--- src/rtl/cpu_types_pkg.sv ---
// rtl/cpu_types_pkg.sv - shared CPU control types
package cpu_types_pkg;

    typedef enum logic [1:0] {
        RUN    = 2'd0,
        DRAIN  = 2'd1,
        HALTED = 2'd2
    } pipe_ctrl_state_t;

endpackage

--- src/rtl/pipeline_ctrl_if.sv ---
// rtl/pipeline_ctrl_if.sv - hazard status in, pipe-register controls out
interface pipeline_ctrl_if;
    logic       ihit;
    logic       dhit;
    logic       mem_dREN;
    logic       mem_dWEN;
    logic       ex_dREN;
    logic [4:0] ex_wsel;
    logic [4:0] id_rs;
    logic [4:0] id_rt;
    logic       id_uses_rt;
    logic       id_halt;
    logic       ex_redirect;
    logic       wb_halt;

    logic       pc_en;
    logic       ifid_en;
    logic       ifid_flush;
    logic       idex_en;
    logic       idex_flush;
    logic       exmem_en;
    logic       exmem_flush;
    logic       memwb_en;
    logic       memwb_flush;

    modport master (
        input  ihit, dhit, mem_dREN, mem_dWEN, ex_dREN, ex_wsel, id_rs, id_rt,
               id_uses_rt, id_halt, ex_redirect, wb_halt,
        output pc_en, ifid_en, ifid_flush, idex_en, idex_flush,
               exmem_en, exmem_flush, memwb_en, memwb_flush
    );

    modport slave (
        output ihit, dhit, mem_dREN, mem_dWEN, ex_dREN, ex_wsel, id_rs, id_rt,
               id_uses_rt, id_halt, ex_redirect, wb_halt,
        input  pc_en, ifid_en, ifid_flush, idex_en, idex_flush,
               exmem_en, exmem_flush, memwb_en, memwb_flush
    );
endinterface

--- src/rtl/hazard_detect.sv ---
// rtl/hazard_detect.sv - load-use hazard between ID/EX load and IF/ID sources
module hazard_detect (
    input  logic       ex_dREN,
    input  logic [4:0] ex_wsel,
    input  logic [4:0] id_rs,
    input  logic [4:0] id_rt,
    input  logic       id_uses_rt,
    output logic       loaduse
);
    logic rs_match;
    logic rt_match;

    // r0 is hardwired to zero, so a load targeting it never creates a dependency
    assign rs_match = (ex_wsel == id_rs);
    assign rt_match = id_uses_rt & (ex_wsel == id_rt);
    assign loaduse  = ex_dREN & (ex_wsel != 5'd0) & (rs_match | rt_match);
endmodule

--- src/rtl/pipeline_ctrl.sv ---
// rtl/pipeline_ctrl.sv - pipeline stall/flush sequencer with halt drain and perf counters
module pipeline_ctrl #(
    parameter int CNT_W = 32
) (
    input  logic             CLK,
    input  logic             RST,
    pipeline_ctrl_if.master  bus,
    output logic             halt,
    output logic [CNT_W-1:0] stall_cnt,
    output logic [CNT_W-1:0] flush_cnt
);
    import cpu_types_pkg::*;

    pipe_ctrl_state_t state;
    logic             halt_q;
    logic [CNT_W-1:0] stall_q;
    logic [CNT_W-1:0] flush_q;

    logic dstall;
    logic loaduse;
    logic stall_win;
    logic flush_win;
    logic pc_en, ifid_en, ifid_flush, idex_en, idex_flush;
    logic exmem_en, exmem_flush, memwb_en, memwb_flush;

    assign dstall = (bus.mem_dREN | bus.mem_dWEN) & ~bus.dhit;

    hazard_detect u_hazard_detect (
        .ex_dREN    (bus.ex_dREN),
        .ex_wsel    (bus.ex_wsel),
        .id_rs      (bus.id_rs),
        .id_rt      (bus.id_rt),
        .id_uses_rt (bus.id_uses_rt),
        .loaduse    (loaduse)
    );

    always_comb begin
        pc_en       = 1'b1;
        ifid_en     = 1'b1;
        ifid_flush  = 1'b0;
        idex_en     = 1'b1;
        idex_flush  = 1'b0;
        exmem_en    = 1'b1;
        exmem_flush = 1'b0;
        memwb_en    = 1'b1;
        memwb_flush = 1'b0;
        stall_win   = 1'b0;
        flush_win   = 1'b0;
        if (RST) begin
            pc_en       = 1'b0;
            ifid_flush  = 1'b1;
            idex_flush  = 1'b1;
            exmem_flush = 1'b1;
            memwb_flush = 1'b1;
        end else begin
            case (state)
                RUN, DRAIN: begin
                    if (dstall) begin
                        // hold IF..EX/MEM; only a bubble moves on into WB
                        pc_en       = 1'b0;
                        ifid_en     = 1'b0;
                        idex_en     = 1'b0;
                        exmem_en    = 1'b0;
                        memwb_flush = 1'b1;
                        stall_win   = 1'b1;
                    end else if (state == DRAIN) begin
                        pc_en      = 1'b0;
                        ifid_flush = 1'b1;
                    end else if (bus.ex_redirect) begin
                        ifid_flush = 1'b1;
                        idex_flush = 1'b1;
                        flush_win  = 1'b1;
                    end else if (loaduse) begin
                        pc_en      = 1'b0;
                        ifid_en    = 1'b0;
                        idex_flush = 1'b1;
                        stall_win  = 1'b1;
                    end else begin
                        // an I-miss and a halt entering EX both turn fetch off
                        if (!bus.ihit || bus.id_halt) begin
                            pc_en      = 1'b0;
                            ifid_flush = 1'b1;
                        end
                        stall_win = ~bus.ihit;
                    end
                end
                default: begin
                    pc_en    = 1'b0;
                    ifid_en  = 1'b0;
                    idex_en  = 1'b0;
                    exmem_en = 1'b0;
                    memwb_en = 1'b0;
                end
            endcase
        end
    end

    always_ff @(posedge CLK) begin
        if (RST) begin
            state   <= RUN;
            halt_q  <= 1'b0;
            stall_q <= '0;
            flush_q <= '0;
        end else begin
            case (state)
                RUN: begin
                    if (bus.id_halt && !dstall && !bus.ex_redirect && !loaduse) begin
                        state <= DRAIN;
                    end
                end
                DRAIN: begin
                    if (bus.wb_halt) begin
                        state  <= HALTED;
                        halt_q <= 1'b1;
                    end
                end
                default: begin
                    state  <= HALTED;
                    halt_q <= 1'b1;
                end
            endcase
            if (stall_win && !(&stall_q)) begin
                stall_q <= stall_q + CNT_W'(1);
            end
            if (flush_win && !(&flush_q)) begin
                flush_q <= flush_q + CNT_W'(1);
            end
        end
    end

    assign bus.pc_en       = pc_en;
    assign bus.ifid_en     = ifid_en;
    assign bus.ifid_flush  = ifid_flush;
    assign bus.idex_en     = idex_en;
    assign bus.idex_flush  = idex_flush;
    assign bus.exmem_en    = exmem_en;
    assign bus.exmem_flush = exmem_flush;
    assign bus.memwb_en    = memwb_en;
    assign bus.memwb_flush = memwb_flush;

    assign halt      = halt_q & ~RST;
    assign stall_cnt = RST ? '0 : stall_q;
    assign flush_cnt = RST ? '0 : flush_q;
endmodule

--- src/flat_wrapper.sv ---
// flat-port wrapper written by rule: the top's interface ports become plain ports
module pipeline_ctrl_flat import cpu_types_pkg::*;
#(
    parameter int CNT_W = 32
)
  (CLK, RST, halt, stall_cnt, flush_cnt, bus_ihit, bus_dhit, bus_mem_dREN, bus_mem_dWEN, bus_ex_dREN, bus_ex_wsel, bus_id_rs, bus_id_rt, bus_id_uses_rt, bus_id_halt, bus_ex_redirect, bus_wb_halt, bus_pc_en, bus_ifid_en, bus_ifid_flush, bus_idex_en, bus_idex_flush, bus_exmem_en, bus_exmem_flush, bus_memwb_en, bus_memwb_flush);
  pipeline_ctrl_if bus_i ();
  input  logic CLK;
  input  logic RST;
  output logic halt;
  output logic [CNT_W-1:0] stall_cnt;
  output logic [CNT_W-1:0] flush_cnt;
  input wire logic [$bits(bus_i.ihit)-1:0] bus_ihit;
  input wire logic [$bits(bus_i.dhit)-1:0] bus_dhit;
  input wire logic [$bits(bus_i.mem_dREN)-1:0] bus_mem_dREN;
  input wire logic [$bits(bus_i.mem_dWEN)-1:0] bus_mem_dWEN;
  input wire logic [$bits(bus_i.ex_dREN)-1:0] bus_ex_dREN;
  input wire logic [$bits(bus_i.ex_wsel)-1:0] bus_ex_wsel;
  input wire logic [$bits(bus_i.id_rs)-1:0] bus_id_rs;
  input wire logic [$bits(bus_i.id_rt)-1:0] bus_id_rt;
  input wire logic [$bits(bus_i.id_uses_rt)-1:0] bus_id_uses_rt;
  input wire logic [$bits(bus_i.id_halt)-1:0] bus_id_halt;
  input wire logic [$bits(bus_i.ex_redirect)-1:0] bus_ex_redirect;
  input wire logic [$bits(bus_i.wb_halt)-1:0] bus_wb_halt;
  output wire logic [$bits(bus_i.pc_en)-1:0] bus_pc_en;
  output wire logic [$bits(bus_i.ifid_en)-1:0] bus_ifid_en;
  output wire logic [$bits(bus_i.ifid_flush)-1:0] bus_ifid_flush;
  output wire logic [$bits(bus_i.idex_en)-1:0] bus_idex_en;
  output wire logic [$bits(bus_i.idex_flush)-1:0] bus_idex_flush;
  output wire logic [$bits(bus_i.exmem_en)-1:0] bus_exmem_en;
  output wire logic [$bits(bus_i.exmem_flush)-1:0] bus_exmem_flush;
  output wire logic [$bits(bus_i.memwb_en)-1:0] bus_memwb_en;
  output wire logic [$bits(bus_i.memwb_flush)-1:0] bus_memwb_flush;
  assign bus_i.ihit = bus_ihit;
  assign bus_i.dhit = bus_dhit;
  assign bus_i.mem_dREN = bus_mem_dREN;
  assign bus_i.mem_dWEN = bus_mem_dWEN;
  assign bus_i.ex_dREN = bus_ex_dREN;
  assign bus_i.ex_wsel = bus_ex_wsel;
  assign bus_i.id_rs = bus_id_rs;
  assign bus_i.id_rt = bus_id_rt;
  assign bus_i.id_uses_rt = bus_id_uses_rt;
  assign bus_i.id_halt = bus_id_halt;
  assign bus_i.ex_redirect = bus_ex_redirect;
  assign bus_i.wb_halt = bus_wb_halt;
  assign bus_pc_en = bus_i.pc_en;
  assign bus_ifid_en = bus_i.ifid_en;
  assign bus_ifid_flush = bus_i.ifid_flush;
  assign bus_idex_en = bus_i.idex_en;
  assign bus_idex_flush = bus_i.idex_flush;
  assign bus_exmem_en = bus_i.exmem_en;
  assign bus_exmem_flush = bus_i.exmem_flush;
  assign bus_memwb_en = bus_i.memwb_en;
  assign bus_memwb_flush = bus_i.memwb_flush;
  pipeline_ctrl #(.CNT_W(CNT_W)) u_core (.CLK(CLK), .RST(RST), .bus(bus_i), .halt(halt), .stall_cnt(stall_cnt), .flush_cnt(flush_cnt));
endmodule
--- config.mk ---
export PLATFORM = sky130hd
export DESIGN_NAME = pipeline_ctrl_flat
export DESIGN_NICKNAME = d
export VERILOG_FILES = /design/src/rtl/cpu_types_pkg.sv /design/src/rtl/pipeline_ctrl_if.sv /design/src/rtl/hazard_detect.sv /design/src/rtl/pipeline_ctrl.sv /design/src/flat_wrapper.sv
export SDC_FILE = /design/constraint.sdc
export NUM_CORES = 1
export LEC_CHECK = 0
export CAP_MARGIN = 40
export CORE_MARGIN = 2
export CORE_UTILIZATION = 32
export DETAILED_ROUTE_END_ITERATION = 6
export PLACE_DENSITY_LB_ADDON = 0.15
export SYNTH_ARGS = -nofsm -noshare
export SYNTH_HDL_FRONTEND = slang
export SYNTH_SLANG_ARGS = --single-unit
--- constraint.sdc ---
create_clock -name CLK -period 2.94 [get_ports CLK]
set_input_delay 0.294 -clock CLK [delete_from_list [all_inputs] [get_ports CLK]]
set_output_delay 0.294 -clock CLK [all_outputs]
set_load 0.1 [all_outputs]
After elaboration in Yosys (flattened, before gate mapping)
Index checks and enable logic that the tools add are counted.

Add/subtract/negate cells: 2. Equality and inequality tests: 5. Muxes and demuxes: 53. Bitwise operators: 11. Reductions and logical operators: 19.

Operators by type and width (count): adder 32 x 1 -> 32 bit (second input constant) (2); two-way mux 32 bit (2); AND reduction 32 bit (2); two-way mux 1 bit (47); == test 5 bit (2); logical NOT 1 bit (6); AND 1 bit (5); logical AND 1 bit (5); nonzero test 5 bit (1); two-way mux 2 bit (2); NOT 1 bit (4); one-hot mux 2 bit (2 select lines) (1); AND reduction 2 bit (2); == test 2 x 1 -> 1 bit (second input constant) (1); logical NOT 2 bit (1); != test 2 x 1 -> 1 bit (second input constant) (1); != test 2 bit (second input constant) (1); OR 1 bit (2); one-hot mux 1 bit (2 select lines) (1); OR reduction 2 bit (1); logical OR 1 bit (1).

Register bits: 67. Input port bits: 26. Output and inout bits: 74. Word-level logic and storage cells: 94.

Depth between registers and ports, before layout
Word-level depth: 11. Depth in mapped cells: 8.

By module
A second synthesis with hierarchy kept.

Cells, all modules: 492. Area, all modules: 3986.3 um2.

Modules (own cells, without submodules): pipeline_ctrl (instances 1, cells an instance 475, area each 3853.7 um2, seq. area each 1341.3 um2); hazard_detect (instances 1, cells an instance 17, area each 132.6 um2, seq. area each 0.0 um2).

Worst setup path after synthesis
Ideal clock, no wire load.

Path kind: input-to-output. Start point: input port bus_ex_wsel[1]. End point: output port bus_ifid_flush. Arrival: 5.053 ns. Required time: 2.646 ns. Path slack: -2.407 ns. Cell stages on the path: 4. Path through: or4_1 o21a_1 a31oi_1 a21boi_0.

Cells in the longest elaborated chain, start to end: 10.

RTL lines: from (decl) (line flat_wrapper.sv:18) `input wire logic [$bits(bus_i.ex_wsel)-1:0] bus_ex_wsel;`; == test 5 bit (line hazard_detect.sv:15) `assign rt_match = id_uses_rt & (ex_wsel == id_rt);`; AND 1 bit (line hazard_detect.sv:15); OR 1 bit (line hazard_detect.sv:16) `assign loaduse = ex_dREN & (ex_wsel != 5'd0) & (rs_match | rt_match);`; AND 1 bit * (line hazard_detect.sv:16); two-way mux 1 bit * (line pipeline_ctrl.sv:73) `end else if (loaduse) begin`; two-way mux 1 bit * (line pipeline_ctrl.sv:69) `end else if (bus.ex_redirect) begin`; two-way mux 1 bit * (line pipeline_ctrl.sv:66) `end else if (state == DRAIN) begin`; two-way mux 1 bit * (line pipeline_ctrl.sv:58) `if (dstall) begin`; two-way mux 1 bit * (line pipeline_ctrl.sv:56) `case (state)`; two-way mux 1 bit * (line pipeline_ctrl.sv:49) `if (RST) begin`; to (decl) (line flat_wrapper.sv:27) `output wire logic [$bits(bus_i.ifid_flush)-1:0] bus_ifid_flush;`.

Mark *: on every way between the ends. The rest lies on a longest branch, timed or not.

Worst setup path in the final report
Ends and elaborated chain as after synthesis.

==> run metrics <==
Post-route DRC=0; Hold Path Origin=RST; Yosys reg bits=67; Post-Route WL=10100 um; Pwr Density=424 nW/um^2; Max Cap Violations=0; outcome=finished clean; leakage power=2.02 nW; design area=5250 sq um; DP Cell Count=725; CP Class=primary input to primary output; hold_buf cts=0; Synthesis Warnings=0; Synth area leaders=dfxtp_1 34%, nor2b_1 9.4%, nor2_1 6.2%; Synth top area share=34.0%; Filler cells=1225; first-pass GRT wire length=16800 um; mapped cell area=3940 sq um; initial antenna violation count=0; I/O pin total=100; gp weighted congestion=0.777; vias in the first global route=3454; # diodes=0; Pre-Repair DR Iteration Count=4; clk sinks=67; DR vias=3714; post-detail-place hpwl=7290 um; Worst Path Arrival=2.27 ns; overall routing resource usage=15.8%; Crit Path Max Fanout=5; H-tree levels=3; post_cts resized=0; Seq/Total Area, Yosys=34.0%; die area=13200 sq um; slew at the pin closest to its max-slew limit=0.494 ns; Final Hold Vio Count=0; Worst Path Required=2.65 ns; CP Cell Sequence=clkdlybuf4s50_1 -> or4_1 -> o21a_1 -> a31oi_2 -> a21boi_2 -> buf_12; clk_lat worst skew=0.34 ns; worst r2r src=u_core.stall_q[13]; TritonCTS buffer count=9; final worst setup slack=0.377 ns; largest net degree at the start of global routing=53; Post-CTS Setup Bufs=0; startpoint types=primary input; Die Width=115 um; Final ANT Viol Nets=0; most common flop cell mapped by yosys=dfxtp_1; power consumption=2.22 mW; CTS tree=yes; Post-DP Area=4960 sq um; nets@finish=617; WL/cell=13.6 um; share of layout cells above drive strength 1=22.6%; syn nets=523; period utilization=87.2%; total gr overflow=0; CP Capture Type=primary output; mean post-synth cell area=7.96 sq um; Fmax=0.390 GHz; Yosys top cell by area=dfxtp_1; Hold WS=0.351 ns; Finished Core Util=43.7%; Netlist cell types=52; CTS max path bufs=2; max_slew headroom=66.8%; Final Max Tran Viols=0; pre-CTS setup slack=0.278 ns; Die Ht=115 um; Final min period=2.56 ns; Final Setup Violations=0; clock slew at reported path FFs=0.05 ns; Layout area overhead=33.1%; num rows=40; DR vias/cell=5.01; Worst Skew=0.00923 ns; FFs w/ async S/R, synth=0%; RSZ-0062 raised after global routing=no; Crit path largest cell delay=0.56 ns; Critical-path top delay cell=or4_1; Root Buffer=clkbuf_16; CORE AREA=12000 sq um; PortBufs=99; number of synthesized flops with an enable pin=0; Peak VDD IR=0.245 mV; commonest cells after routing, fill and taps aside=79 x buf_4, 67 x dfxtp_1, 65 x nor2_1; Setup TNS=0 ns; final cell count without fillers=741; Starting Density=32.8%; min-delay worst type=primary input to flop; commonest non-fill, non-tap cell in the layout=buf_4; DR iter-0 viols=209; Synth Instances=495; Worst Setup SP=bus_ex_wsel[1]
[cells by family (layout without fill, tap and decap cells)]
| kind of cell | after synthesis | after routing | synth area share (%) |
|---|---|---|---|
| flip-flops | 67 | 67 | 34.0 |
| buffers and inverters | 37 | 136 | 3.87 |
| AND/OR/NAND/NOR | 287 | 287 | 40.7 |
| XOR/XNOR | 33 | 33 | 7.34 |
| multiplexers | 21 | 21 | 5.97 |
| AO/OA/AOI/OAI | 48 | 48 | 7.46 |
| adder cells (fa/ha/maj) | 2 | 2 | 0.635 |
[flip-flops by register name, indices dropped and copies added (netlist names)]
name	flops
u_core.stall_q	32
u_core.state	2
u_core.flush_q	32
u_core.halt_q	1
[Yosys cell counts, drive strengths merged (2+ instances only)]
library cell	instances
o31ai	3
nand4	18
o21ai	18
nand2b	2
o21bai	3
or4	13
nor3	16
a31oi	2
nor4b	7
a21oi	13
nor2b	59
xor2	8
nand4b	2
and3	7
ha	2
and2	3
buf	7
inv	12
dfxtp	67
nand3	27
and4	5
nor3b	3
mux2	20
nor4	12
xnor2	25
or2	4
clkbuf	18
nand2	35
nor2	65
or3	8
[layout make-up]
cell class	count	area (sq um)	share of cell area (%)
Clock buffer	11	253	4.82
Clock inverter	5	27.5	0.525
Inverter	12	45.0	0.859
Multi-Input combinational cell	391	2460	46.9
Sequential cell	67	1340	25.6
Tap cell	147	184	3.51
Timing Repair Buffer	108	933	17.8
[power by group]
group / internal (mW) / switching [mW]
clock: 0.610 / 0.402
sequential: 0.917 / 0.00911
combinational: 0.0998 / 0.186
total: 1.63 / 0.597
[per-layer routing]
| layer | wire, um | global-route usage, % |
|---|---|---|
| met2 | 4320 | 23.3 |
| met3 | 626 | 5.11 |
| met1 | 5000 | 21.8 |
| met5 | 0 | 0 |
| met4 | 134 | 5.06 |
[path summary, 6_finish.rpt]
kind | end | slack (ns) | cells after the start
worst max-delay path | bus_ifid_flush | 0.38 | 6
worst min-delay path | u_core.flush_q[5] | 0.35 | 2
worst max register to register | u_core.stall_q[30] | 0.63 | 6
worst min register to register | u_core.flush_q[0] | 0.51 | 1
[critical path: cells and delay by family]
| kind | cells | cell delay [ns] |
|---|---|---|
| buf+inv | 2 | 0.66 |
| compound gates | 3 | 0.76 |
| simple gates | 1 | 0.56 |
Power figures use the tool's default switching activity.
